--- src/rtl/pic_pkg.sv ---
// Shared types and register bit positions for the 8259-style PIC control sequencer.
package pic_pkg;

  typedef enum logic [2:0] {
    StUninit,
    StWaitIcw2,
    StWaitIcw3,
    StWaitIcw4,
    StReady
  } init_st_e;

  typedef enum logic [1:0] {
    StAIdle,
    StAck1,
    StAck2
  } inta_st_e;

  localparam int unsigned Icw1Ic4  = 0;
  localparam int unsigned Icw1Sngl = 1;
  localparam int unsigned Icw1Ltim = 3;
  localparam int unsigned Icw1Sel  = 4;
  localparam int unsigned Icw4Aeoi = 1;
  localparam int unsigned Ocw2Eoi  = 5;
  localparam int unsigned Ocw2Sl   = 6;
  localparam int unsigned Ocw2Rot  = 7;
  localparam int unsigned Ocw3Sel  = 3;
  localparam int unsigned Ocw3Rr   = 1;
  localparam int unsigned Ocw3Ris  = 0;

  localparam logic RdSelIrr = 1'b0;
  localparam logic RdSelIsr = 1'b1;

  // Index of the least significant set bit; 0 when none is set.
  function automatic logic [2:0] lowest_set(input logic [7:0] v);
    logic [2:0] idx;
    idx = 3'd0;
    for (int i = 7; i >= 0; i--) begin
      if (v[i]) idx = 3'(i);
    end
    return idx;
  endfunction

endpackage

--- src/rtl/pic_control_sequencer_strobe_sync.sv ---
// Synchronizes an asynchronous active-low strobe pin and flags each change of the
// synchronized level with a one-cycle pulse.
module pic_strobe_sync #(
  parameter int unsigned SYNC_STAGES = 2  // must be >= 2
) (
  input  logic clk,
  input  logic rst_n,
  input  logic pin,
  output logic lvl,
  output logic chg
);

  logic [SYNC_STAGES-1:0] sync_q;
  logic                   prev_q;

  // Idle level is high, so reset to 1 to avoid a phantom edge after reset.
  always_ff @(posedge clk or negedge rst_n) begin
    if (!rst_n) begin
      sync_q <= '1;
      prev_q <= 1'b1;
    end else begin
      sync_q <= {sync_q[SYNC_STAGES-2:0], pin};
      prev_q <= sync_q[SYNC_STAGES-1];
    end
  end

  assign lvl = sync_q[SYNC_STAGES-1];
  assign chg = lvl ^ prev_q;

endmodule

--- src/rtl/pic_control_sequencer.sv ---
// Control core of the 8259-style PIC: ICW/OCW decode, init FSM, two-pulse INTA
// handshake, INT generation, and ISR-set / EOI pulses to the priority block.
module pic_control_sequencer
  import pic_pkg::*;
#(
  parameter int unsigned SYNC_STAGES  = 2,
  parameter int unsigned SPURIOUS_LVL = 7
) (
  input  logic       clk,
  input  logic       rst_n,
  input  logic       cs_n,
  input  logic       wr_n,
  input  logic       rd_n,
  input  logic       a0,
  input  logic [7:0] din,
  input  logic       inta_n,
  input  logic [7:0] irr_in,
  input  logic [7:0] isr_in,
  input  logic       pend,
  input  logic [2:0] pri_lvl,
  output logic       intr,
  output logic [7:0] dout,
  output logic       dout_en,
  output logic [7:0] imr,
  output logic       ltim,
  output logic       aeoi,
  output logic       rotate,
  output logic       isr_set,
  output logic [2:0] isr_lvl,
  output logic       eoi,
  output logic [2:0] eoi_lvl,
  output logic       init_clr
);

  logic wr_lvl, wr_chg, rd_lvl, rd_chg, inta_lvl, inta_chg;

  pic_strobe_sync #(.SYNC_STAGES(SYNC_STAGES)) u_wr_sync (
    .clk(clk), .rst_n(rst_n), .pin(wr_n), .lvl(wr_lvl), .chg(wr_chg)
  );
  pic_strobe_sync #(.SYNC_STAGES(SYNC_STAGES)) u_rd_sync (
    .clk(clk), .rst_n(rst_n), .pin(rd_n), .lvl(rd_lvl), .chg(rd_chg)
  );
  pic_strobe_sync #(.SYNC_STAGES(SYNC_STAGES)) u_inta_sync (
    .clk(clk), .rst_n(rst_n), .pin(inta_n), .lvl(inta_lvl), .chg(inta_chg)
  );

  init_st_e   init_q, init_d;
  inta_st_e   inta_q, inta_d;
  logic [7:0] imr_q, imr_d;
  logic [4:0] vec_q, vec_d;
  logic [2:0] lvl_q, lvl_d, isr_lvl_q, isr_lvl_d, eoi_lvl_q, eoi_lvl_d, epend_lvl_q, epend_lvl_d;
  logic       ltim_q, ltim_d, aeoi_q, aeoi_d, rot_q, rot_d, ic4_q, ic4_d, sngl_q, sngl_d;
  logic       sel_q, sel_d, set_done_q, set_done_d, intr_q, intr_d, rd_act_q, rd_act_d;
  logic       isr_set_q, isr_set_d, eoi_q, eoi_d, epend_q, epend_d, init_clr_q, init_clr_d;
  logic       wr_ev, icw1, ocw_eoi, aeoi_eoi;
  logic [2:0] ocw_eoi_lvl;

  assign wr_ev = wr_chg & ~wr_lvl & ~cs_n;
  assign icw1  = wr_ev & ~a0 & din[Icw1Sel];

  always_comb begin
    init_d = init_q;  inta_d = inta_q;  imr_d = imr_q;  vec_d = vec_q;  lvl_d = lvl_q;
    ltim_d = ltim_q;  aeoi_d = aeoi_q;  rot_d = rot_q;  ic4_d = ic4_q;  sngl_d = sngl_q;
    sel_d = sel_q;  set_done_d = set_done_q;  rd_act_d = rd_act_q;
    isr_set_d = 1'b0;  isr_lvl_d = isr_lvl_q;  eoi_d = 1'b0;  eoi_lvl_d = eoi_lvl_q;
    epend_d = epend_q;  epend_lvl_d = epend_lvl_q;  init_clr_d = 1'b0;
    ocw_eoi = 1'b0;  ocw_eoi_lvl = 3'd0;  aeoi_eoi = 1'b0;

    if (rd_chg && !rd_lvl && !cs_n) rd_act_d = 1'b1;
    if (rd_chg && rd_lvl)           rd_act_d = 1'b0;

    if (icw1) begin
      init_d = StWaitIcw2;  inta_d = StAIdle;
      ltim_d = din[Icw1Ltim];  ic4_d = din[Icw1Ic4];  sngl_d = din[Icw1Sngl];
      imr_d = 8'h00;  aeoi_d = 1'b0;  rot_d = 1'b0;  sel_d = RdSelIrr;  init_clr_d = 1'b1;
    end else if (wr_ev) begin
      unique case (init_q)
        StWaitIcw2: if (a0) begin
          vec_d  = din[7:3];
          init_d = !sngl_q ? StWaitIcw3 : (ic4_q ? StWaitIcw4 : StReady);
        end
        StWaitIcw3: if (a0) init_d = ic4_q ? StWaitIcw4 : StReady;
        StWaitIcw4: if (a0) begin
          aeoi_d = din[Icw4Aeoi];
          init_d = StReady;
        end
        StReady: begin
          if (a0) begin
            imr_d = din;
          end else if (!din[Ocw3Sel]) begin
            rot_d = din[Ocw2Rot];
            if (din[Ocw2Eoi]) begin
              ocw_eoi     = din[Ocw2Sl] | (isr_in != 8'h00);
              ocw_eoi_lvl = din[Ocw2Sl] ? din[2:0] : lowest_set(isr_in);
            end
          end else if (din[Ocw3Rr]) begin
            sel_d = din[Ocw3Ris];
          end
        end
        default: ;
      endcase
    end

    // ICW1 in the same cycle takes precedence and has already forced StAIdle.
    if (!icw1 && init_q == StReady && inta_chg) begin
      unique case (inta_q)
        StAIdle: if (!inta_lvl) begin
          inta_d     = StAck1;
          lvl_d      = pend ? pri_lvl : 3'(SPURIOUS_LVL);
          set_done_d = pend;
          isr_set_d  = pend;
          isr_lvl_d  = pend ? pri_lvl : isr_lvl_q;
        end
        StAck1: if (!inta_lvl) inta_d = StAck2;
        StAck2: if (inta_lvl) begin
          inta_d   = StAIdle;
          aeoi_eoi = aeoi_q & set_done_q;
        end
        default: ;
      endcase
    end

    // OCW2 EOI wins the pulse slot; an auto-EOI that loses is parked for a later cycle.
    if (ocw_eoi) begin
      eoi_d = 1'b1;  eoi_lvl_d = ocw_eoi_lvl;
      if (aeoi_eoi) begin
        epend_d = 1'b1;  epend_lvl_d = lvl_q;
      end
    end else if (epend_q) begin
      eoi_d = 1'b1;  eoi_lvl_d = epend_lvl_q;
      epend_d = aeoi_eoi;  epend_lvl_d = lvl_q;
    end else if (aeoi_eoi) begin
      eoi_d = 1'b1;  eoi_lvl_d = lvl_q;
    end

    intr_d = (init_d == StReady) && pend && (inta_d == StAIdle);
  end

  always_ff @(posedge clk or negedge rst_n) begin
    if (!rst_n) begin
      init_q <= StUninit;  inta_q <= StAIdle;  imr_q <= 8'h00;  vec_q <= 5'd0;  lvl_q <= 3'd0;
      ltim_q <= 1'b0;  aeoi_q <= 1'b0;  rot_q <= 1'b0;  ic4_q <= 1'b0;  sngl_q <= 1'b0;
      sel_q <= RdSelIrr;  set_done_q <= 1'b0;  intr_q <= 1'b0;  rd_act_q <= 1'b0;
      isr_set_q <= 1'b0;  isr_lvl_q <= 3'd0;  eoi_q <= 1'b0;  eoi_lvl_q <= 3'd0;
      epend_q <= 1'b0;  epend_lvl_q <= 3'd0;  init_clr_q <= 1'b0;
    end else begin
      init_q <= init_d;  inta_q <= inta_d;  imr_q <= imr_d;  vec_q <= vec_d;  lvl_q <= lvl_d;
      ltim_q <= ltim_d;  aeoi_q <= aeoi_d;  rot_q <= rot_d;  ic4_q <= ic4_d;  sngl_q <= sngl_d;
      sel_q <= sel_d;  set_done_q <= set_done_d;  intr_q <= intr_d;  rd_act_q <= rd_act_d;
      isr_set_q <= isr_set_d;  isr_lvl_q <= isr_lvl_d;  eoi_q <= eoi_d;  eoi_lvl_q <= eoi_lvl_d;
      epend_q <= epend_d;  epend_lvl_q <= epend_lvl_d;  init_clr_q <= init_clr_d;
    end
  end

  logic rd_drive, vec_drive;
  assign rd_drive  = rd_act_q & ~cs_n & (inta_q == StAIdle);
  assign vec_drive = (inta_q == StAck2) & ~inta_lvl;

  always_comb begin
    dout = 8'h00;
    if (vec_drive)     dout = {vec_q, lvl_q};
    else if (rd_drive) dout = a0 ? imr_q : ((sel_q == RdSelIsr) ? isr_in : irr_in);
  end

  assign dout_en  = rd_drive | vec_drive;
  assign intr     = intr_q;
  assign imr      = imr_q;
  assign ltim     = ltim_q;
  assign aeoi     = aeoi_q;
  assign rotate   = rot_q;
  assign isr_set  = isr_set_q;
  assign isr_lvl  = isr_lvl_q;
  assign eoi      = eoi_q;
  assign eoi_lvl  = eoi_lvl_q;
  assign init_clr = init_clr_q;

endmodule

--- config.mk ---
export PLATFORM = sky130hd
export DESIGN_NAME = pic_control_sequencer
export DESIGN_NICKNAME = d
export VERILOG_FILES = /design/src/rtl/pic_pkg.sv /design/src/rtl/pic_control_sequencer_strobe_sync.sv /design/src/rtl/pic_control_sequencer.sv
export SDC_FILE = /design/constraint.sdc
export NUM_CORES = 1
export LEC_CHECK = 0
export CORE_MARGIN = 2
export CORE_UTILIZATION = 45
export DETAILED_ROUTE_END_ITERATION = 16
export PLACE_DENSITY = 0.77
export SLEW_MARGIN = 20
export SYNTH_ARGS = -nofsm -noshare
export SYNTH_HDL_FRONTEND = slang
export SYNTH_HIERARCHICAL = 1
export SYNTH_SLANG_ARGS = --single-unit
export TNS_END_PERCENT = 1
--- constraint.sdc ---
create_clock -name clk -period 2.1 [get_ports clk]
set_input_delay 0.42 -clock clk [delete_from_list [all_inputs] [get_ports clk]]
set_output_delay 0.42 -clock clk [all_outputs]
set_load 0.005 [all_outputs]
Word level (Yosys, flattened, before mapping)
Index checks and enable logic that the tools add are counted.
{ "classes": {"n_addsub": 0, "n_mul": 0, "div_mod_pow": 0, "order_cmp": 0, "eq_ne": 10, "n_shift": 0, "n_mux": 79, "bitwise": 18, "reduce_logical": 30} }
{ "op_table": {"columns": ["op", "count"], "rows": [
  ["$mux W3", 28],
  ["$mux W8", 8],
  ["$mux W1", 36],
  ["$reduce_bool A2 Y1", 8],
  ["$reduce_and A4 Y1", 3],
  ["$mux W2", 5],
  ["$pmux W3 S3", 1],
  ["$reduce_and A3 Y1", 3],
  ["$and A1 B1 Y1", 8],
  ["$reduce_bool A8 Y1", 1],
  ["$logic_and A1 B1 Y1", 7],
  ["$eq A3 B2 Y1 const B", 2],
  ["$eq A3 B3 Y1 const B", 2],
  ["$ne A2 B1 Y1 const B", 3],
  ["$pmux W2 S3", 1],
  ["$not A1 Y1", 5],
  ["$reduce_and A5 Y1", 1],
  ["$logic_not A2 Y1", 2],
  ["$eq A3 B1 Y1 const B", 1],
  ["$logic_not A1 Y1", 3],
  ["$reduce_bool A3 Y1", 1],
  ["$xor A1 B1 Y1", 3],
  ["$eq A2 B1 Y1 const B", 1],
  ["$eq A2 B2 Y1 const B", 1],
  ["2 further kinds", 3]
]} }
{ "word_totals": {"regBits": 52, "latch_bits": 0, "mem_bits_rw": 0, "rom_bits": 0, "in_bits": 35, "wordCells": 164, "n_memories": 0} }

Longest topological paths before layout
{ "logic_depth": {"word_depth": 16, "mapped_depth": 7} }

By module
The synthesis kept the hierarchy.
{ "by_module_without_submodules": {"columns": ["module", "n_inst", "cells_each", "area_each_um2"], "rows": [
  ["pic_control_sequencer", 1, 244, 2382.3],
  ["pic_strobe_sync", 3, 4, 87.6]
]} }

Least setup slack after synthesis
No wires, ideal clock.
{ "synth_timing": {"kind": "flip-flop to flip-flop", "from": "register u_wr_sync.sync_q[1]", "to": "register epend_lvl_q[0]", "setup_ns": 0.125, "arrival_time_ns": 2.072, "slack_ns": -0.097, "stages_incl_launch_ff": 8, "path_buffers": 1, "synth_period_minus_slack_ns": 2.197, "cell_sequence": "dfstp_2 xor2_1 or3b_1 buf_6 nor2_8 nand4_4 mux2_4 mux2_4"} }
{ "synth_between": {"elab_chain_len": 11, "word_cells_on_any_way": 16, "cone_classes": "eq/ne: 1; mux: 4; bitwise: 6; reduce/logical: 5"} }
{ "synth_lines": {"columns": ["element", "line", "source"], "rows": [
  ["start: declaration", "pic_control_sequencer_strobe_sync.sv:13", "logic [SYNC_STAGES-1:0] sync_q;"],
  ["start signal: assignment", "pic_control_sequencer_strobe_sync.sv:22", "sync_q <= {sync_q[SYNC_STAGES-2:0], pin};"],
  ["$xor A1 B1 Y1 (*)", "pic_control_sequencer_strobe_sync.sv:28", "assign chg = lvl ^ prev_q;"],
  ["net wr_chg", "pic_control_sequencer.sv:35", "logic wr_lvl, wr_chg, rd_lvl, rd_chg, inta_lvl, inta_chg;"],
  ["$and A1 B1 Y1 (*) (2 in series)", "pic_control_sequencer.sv:58", "assign wr_ev = wr_chg & ~wr_lvl & ~cs_n;"],
  ["$and A1 B1 Y1 (2 in series)", "pic_control_sequencer.sv:59", "assign icw1 = wr_ev & ~a0 & din[Icw1Sel];"],
  ["$logic_not A1 Y1", "pic_control_sequencer.sv:105", "if (!icw1 && init_q == StReady && inta_chg) begin"],
  ["$logic_and A1 B1 Y1 (2 in series)", "pic_control_sequencer.sv:105", null],
  ["$mux W1", "pic_control_sequencer.sv:105", null],
  ["$ne A2 B1 Y1 (no line)", null, null],
  ["$reduce_and A2 Y1 (no line)", null, null],
  ["end signal: assignment", "pic_control_sequencer.sv:151", "epend_q <= epend_d; epend_lvl_q <= epend_lvl_d; init_clr_q <= init_clr_d;"],
  ["end: declaration", "pic_control_sequencer.sv:51", "logic [2:0] lvl_q, lvl_d, isr_lvl_q, isr_lvl_d, eoi_lvl_q, eoi_lvl_d, epend_lvl_q, epend_lvl_d;"]
]} }
The timed path passes the listed nets; every way through them passes the cells marked *.
A chain may end at the register's enable or synchronous reset.

Worst setup path after layout
{ "layout_timing": {"from": "register u_inta_sync.sync_q[1]", "to": "output dout[4]"} }
{ "layout_between": {"elab_chain_len": 3} }
{ "layout_lines": {"columns": ["element", "line", "source"], "rows": [
  ["start: declaration", "pic_control_sequencer_strobe_sync.sv:13", null],
  ["start signal: assignment", "pic_control_sequencer_strobe_sync.sv:22", null],
  ["$not A1 Y1 (no line)", null, null],
  ["$and A1 B1 Y1", "pic_control_sequencer.sv:157", "assign vec_drive = (inta_q == StAck2) & ~inta_lvl;"],
  ["$mux W8", "pic_control_sequencer.sv:161", "if (vec_drive) dout = {vec_q, lvl_q};"],
  ["end: declaration", "pic_control_sequencer.sv:22", "output logic [7:0] dout,"]
]} }
Every way passes these cells.

==> run_results.csv <==
group,metric,value,unit
power_and_ir_drop,pwr-share-comb,0.375,
synthesis,yosysUniqueCellTypes,52,
setup_path,end_kind,"output pin",
status,outcome,"finished, violations left",
detailed_routing,post_drt_wl_per_cell,16.9,um
detailed_routing,drcViolationCount,0,
detailed_routing,wirelength,7.43,mm
detailed_routing,vias,2397,
floorplanning,die_h,80.7,um
floorplanning,num_rows,27,
synthesis,avgSynthCellArea,10.3,um^2
power_and_ir_drop,sw_frac_of_total,0.332,
floorplanning,ios,65,
timing,fin_skew,0.00700,ns
floorplanning,start_util,0.472,
synthesis,ys_ff_latch,52,
power_and_ir_drop,p_int,2.15,mW
detailed_routing,dr.pass1.iters,4,
cells_and_area,n_antenna_cell,0,
power_and_ir_drop,switchingPower,1.07,mW
global_route,grt_pass1_wl,11.5,mm
setup_path,worstPathRequired,1.68,ns
cells_and_area,final_cell_mix,"clkdlybuf4s50_1, buf_4, dfrtp_1",
synthesis,ys_seq_area_frac,0.496,
clock_tree,h-tree-depth,2,
setup_path,critPathMaxFanout,6,
timing,setup_viol,4,
setup_path,cp-start-kind,"register",
clock_tree,cts.sinks,52,
floorplanning,dieWidth,80.7,um
detailed_routing,ant_nets,0,
timing,clock.fmax,466,MHz
cells_and_area,drive_gt1_frac,0.294,
global_route,grtUsageTotal,0.234,
clock_tree,path_clk_slew,0.10,ns
detailed_routing,met1Wirelength,3.05,mm
synthesis,synth_edf_count,0,
clock_tree,cts-root-buf,"clkbuf_8",
clock_tree,clock_path_buffers,2,
cells_and_area,layout_commonest_cell,"clkdlybuf4s50_1",
cells_and_area,stdcell_area,3890,um^2
status,violations,"negative setup slack",
synthesis,syn_nets,291,
setup_path,worstSetupPathType,"reg -> out",
timing,layout_setup_ws,-0.0439,ns
placement,place_hpwl,5.24,mm
synthesis,yosys_warnings,6,
timing,min_period,2.14,ns
global_route,grt_pass1_vias,2393,
timing,rsz0062_at_grt,"true",
timing,finalCritPeriodShare,1.02,
timing,worst_pin_slew,0.405,ns
flow_run,drv_cap,0,
global_route,grt.overflow.total,0,
global_route,grt_max_degree,53,
timing,slew_headroom,0.730,
hold_path,worst_hold_path_type,"in -> async",
timing,slew_viol_final,0,
floorplanning,dieArea,6510,um^2
placement,place_area,3650,um^2
power_and_ir_drop,leakagePower,1.86,nW
placement,port_buffers,64,
cells_and_area,syn2layout_area_growth,47.0,%
power_and_ir_drop,seq_power_share,0.439,
detailed_routing,top_layer,"met4",
setup_path,worst-r2r-setup-slack,-0.04,ns
global_route,antenna_found_initial,0,
power_and_ir_drop,p_per_area,830,nW/um^2
detailed_routing,drt_iter0_drc,119,
setup_path,critical_path_arrival,1.72,ns
clock_tree,cts_hold_buf,0,
detailed_routing,avgViaCountPerCell,5.46,
placement,place_congestion,0.813,
synthesis,ys_async_sr_fraction,1.00,
floorplanning,placeableCoreArea,5610,um^2
power_and_ir_drop,power_frac_clock,0.186,
cells_and_area,num-nets-final,401,
synthesis,yosys_most_used_dff,"dfrtp_1",
synthesis,synth_cells,256,
detailed_routing,dr_wl_met3,554,um
clock_tree,clock_latency,0.31,ns
clock_tree,cts_tree,"yes",
clock_tree,cts_buffers,5,
synthesis,syn_area,2650,um^2
detailed_routing,met2_length,3.67,mm
timing,hold_violations,0,
power_and_ir_drop,p_total,3.23,mW
power_and_ir_drop,ir_worst_vdd,0.473,mV
==> registers in the layout, indices dropped and copies added (netlist names), 2 cells and up <==
signal              flops
u_rd_sync/sync_q        2
epend_lvl_q             3
isr_lvl                 3
imr                     8
u_wr_sync/sync_q        2
u_inta_sync/sync_q      2
vec_q                   5
inta_q                  2
init_q                  3
eoi_lvl                 3
lvl_q                   3
==> power groups by stage <==
stage	clock network (mW)	logic, mW	registers [mW]
5_1_grt	0.660	1.32	1.44
3_3_place_gp	0	1.11	1.40
3_5_place_dp	0	1.14	1.42
4_1_cts	0.618	1.14	1.40
6_report	0.600	1.21	1.41
2_1_floorplan	0	0.550	1.36
==> what timing repair did <==
action                                  CTS  global route
gates resized for setup                  22            26
buffers inserted                          1             6
pin swaps                                 2             5
gates cloned                              1             1
endpoints found under the setup margin   18            23
==> cell type report <==
class	instances	area, um^2
Clock buffer	5	68.8
Clock inverter	3	26.3
Fill cell	427	1720
Inverter	14	52.6
Multi-Input combinational cell	180	1280
Sequential cell	52	1320
Tap cell	72	90.1
Timing Repair Buffer	113	1050
==> path summary, 6_finish.rpt <==
check                                      start  cells past startpoint                     to
setup / recovery           u_inta_sync/sync_q[1]                      5                dout[4]
hold reg to reg            u_inta_sync/sync_q[0]                      0  u_inta_sync/sync_q[1]
setup reg to reg             u_wr_sync/sync_q[1]                      6         epend_lvl_q[1]
hold / removal                             rst_n                      2                 imr[4]
max in group asynchronous                  rst_n                      2     u_inta_sync/prev_q
min in group clk           u_inta_sync/sync_q[0]                      0  u_inta_sync/sync_q[1]
==> stage by stage <==
stage	TNS (ns)	setup slack [ns]	cells	util	hold slack, ns
final	-0.150	-0.0439	439	0.693	0.0701
after global routing	-0.480	-0.116	439	0.693	0.0969
after CTS	-0.410	-0.229	432	0.672	0.0875
after detailed placement	-6.64	-0.326	422	0.651	0.350
after global placement	-5.78	-0.299	422	0.651	0.346
after floorplan	-0.236	-0.0786	256	-	0.124
==> cell usage after synthesis, types with 2 or more instances <==
cell type | instances | area, um^2
nand2b_1 | 5 | 31.3
nand2_1 | 35 | 131
nand3_1 | 9 | 45.0
mux2i_1 | 12 | 120
mux2_4 | 4 | 60.1
a22o_1 | 8 | 70.1
nor4_1 | 2 | 12.5
nor3_1 | 3 | 15.0
clkbuf_1 | 7 | 26.3
a21o_1 | 2 | 15.0
a31oi_1 | 5 | 31.3
buf_2 | 2 | 10.0
a21oi_1 | 10 | 50.1
dfrtp_1 | 43 | 1080
mux2_2 | 8 | 90.1
nor2b_1 | 3 | 18.8
nand4_1 | 2 | 12.5
xor2_1 | 4 | 35.0
nor3b_1 | 3 | 22.5
o31ai_1 | 4 | 30.0
and3_1 | 2 | 12.5
inv_1 | 14 | 52.6
dfstp_2 | 9 | 236
nor2_1 | 15 | 56.3
o21ai_0 | 18 | 90.1
==> critical path, cell delays in order, from the launching register on <==
cell and delay [ns]:
dfstp_2 0.60, nor3b_2 0.07, buf_4 0.17, buf_12 0.13, a22o_1 0.24, clkdlybuf4s15_1 0.21
==> layer usage <==
metal  track usage  vias up
li1              -     1132
met1         0.285     1158
met2         0.410       90
met3        0.0528       17
met4        0.0763        0
met5             0        -
==> kinds of logic (layout without fill, tap and decap cells) <==
family,Yosys count,after routing,synth area share
DFF,52,52,0.496
AOI/OAI and AO/OA,58,58,0.144
buffers and inverters,24,135,0.0378
adders and majority gates,1,1,0.00378
and+or+nand+nor,93,93,0.202
muxes,24,24,0.102
xor gates and xnor gates,4,4,0.0132
Note: power is estimated with default switching activity, not from simulation.
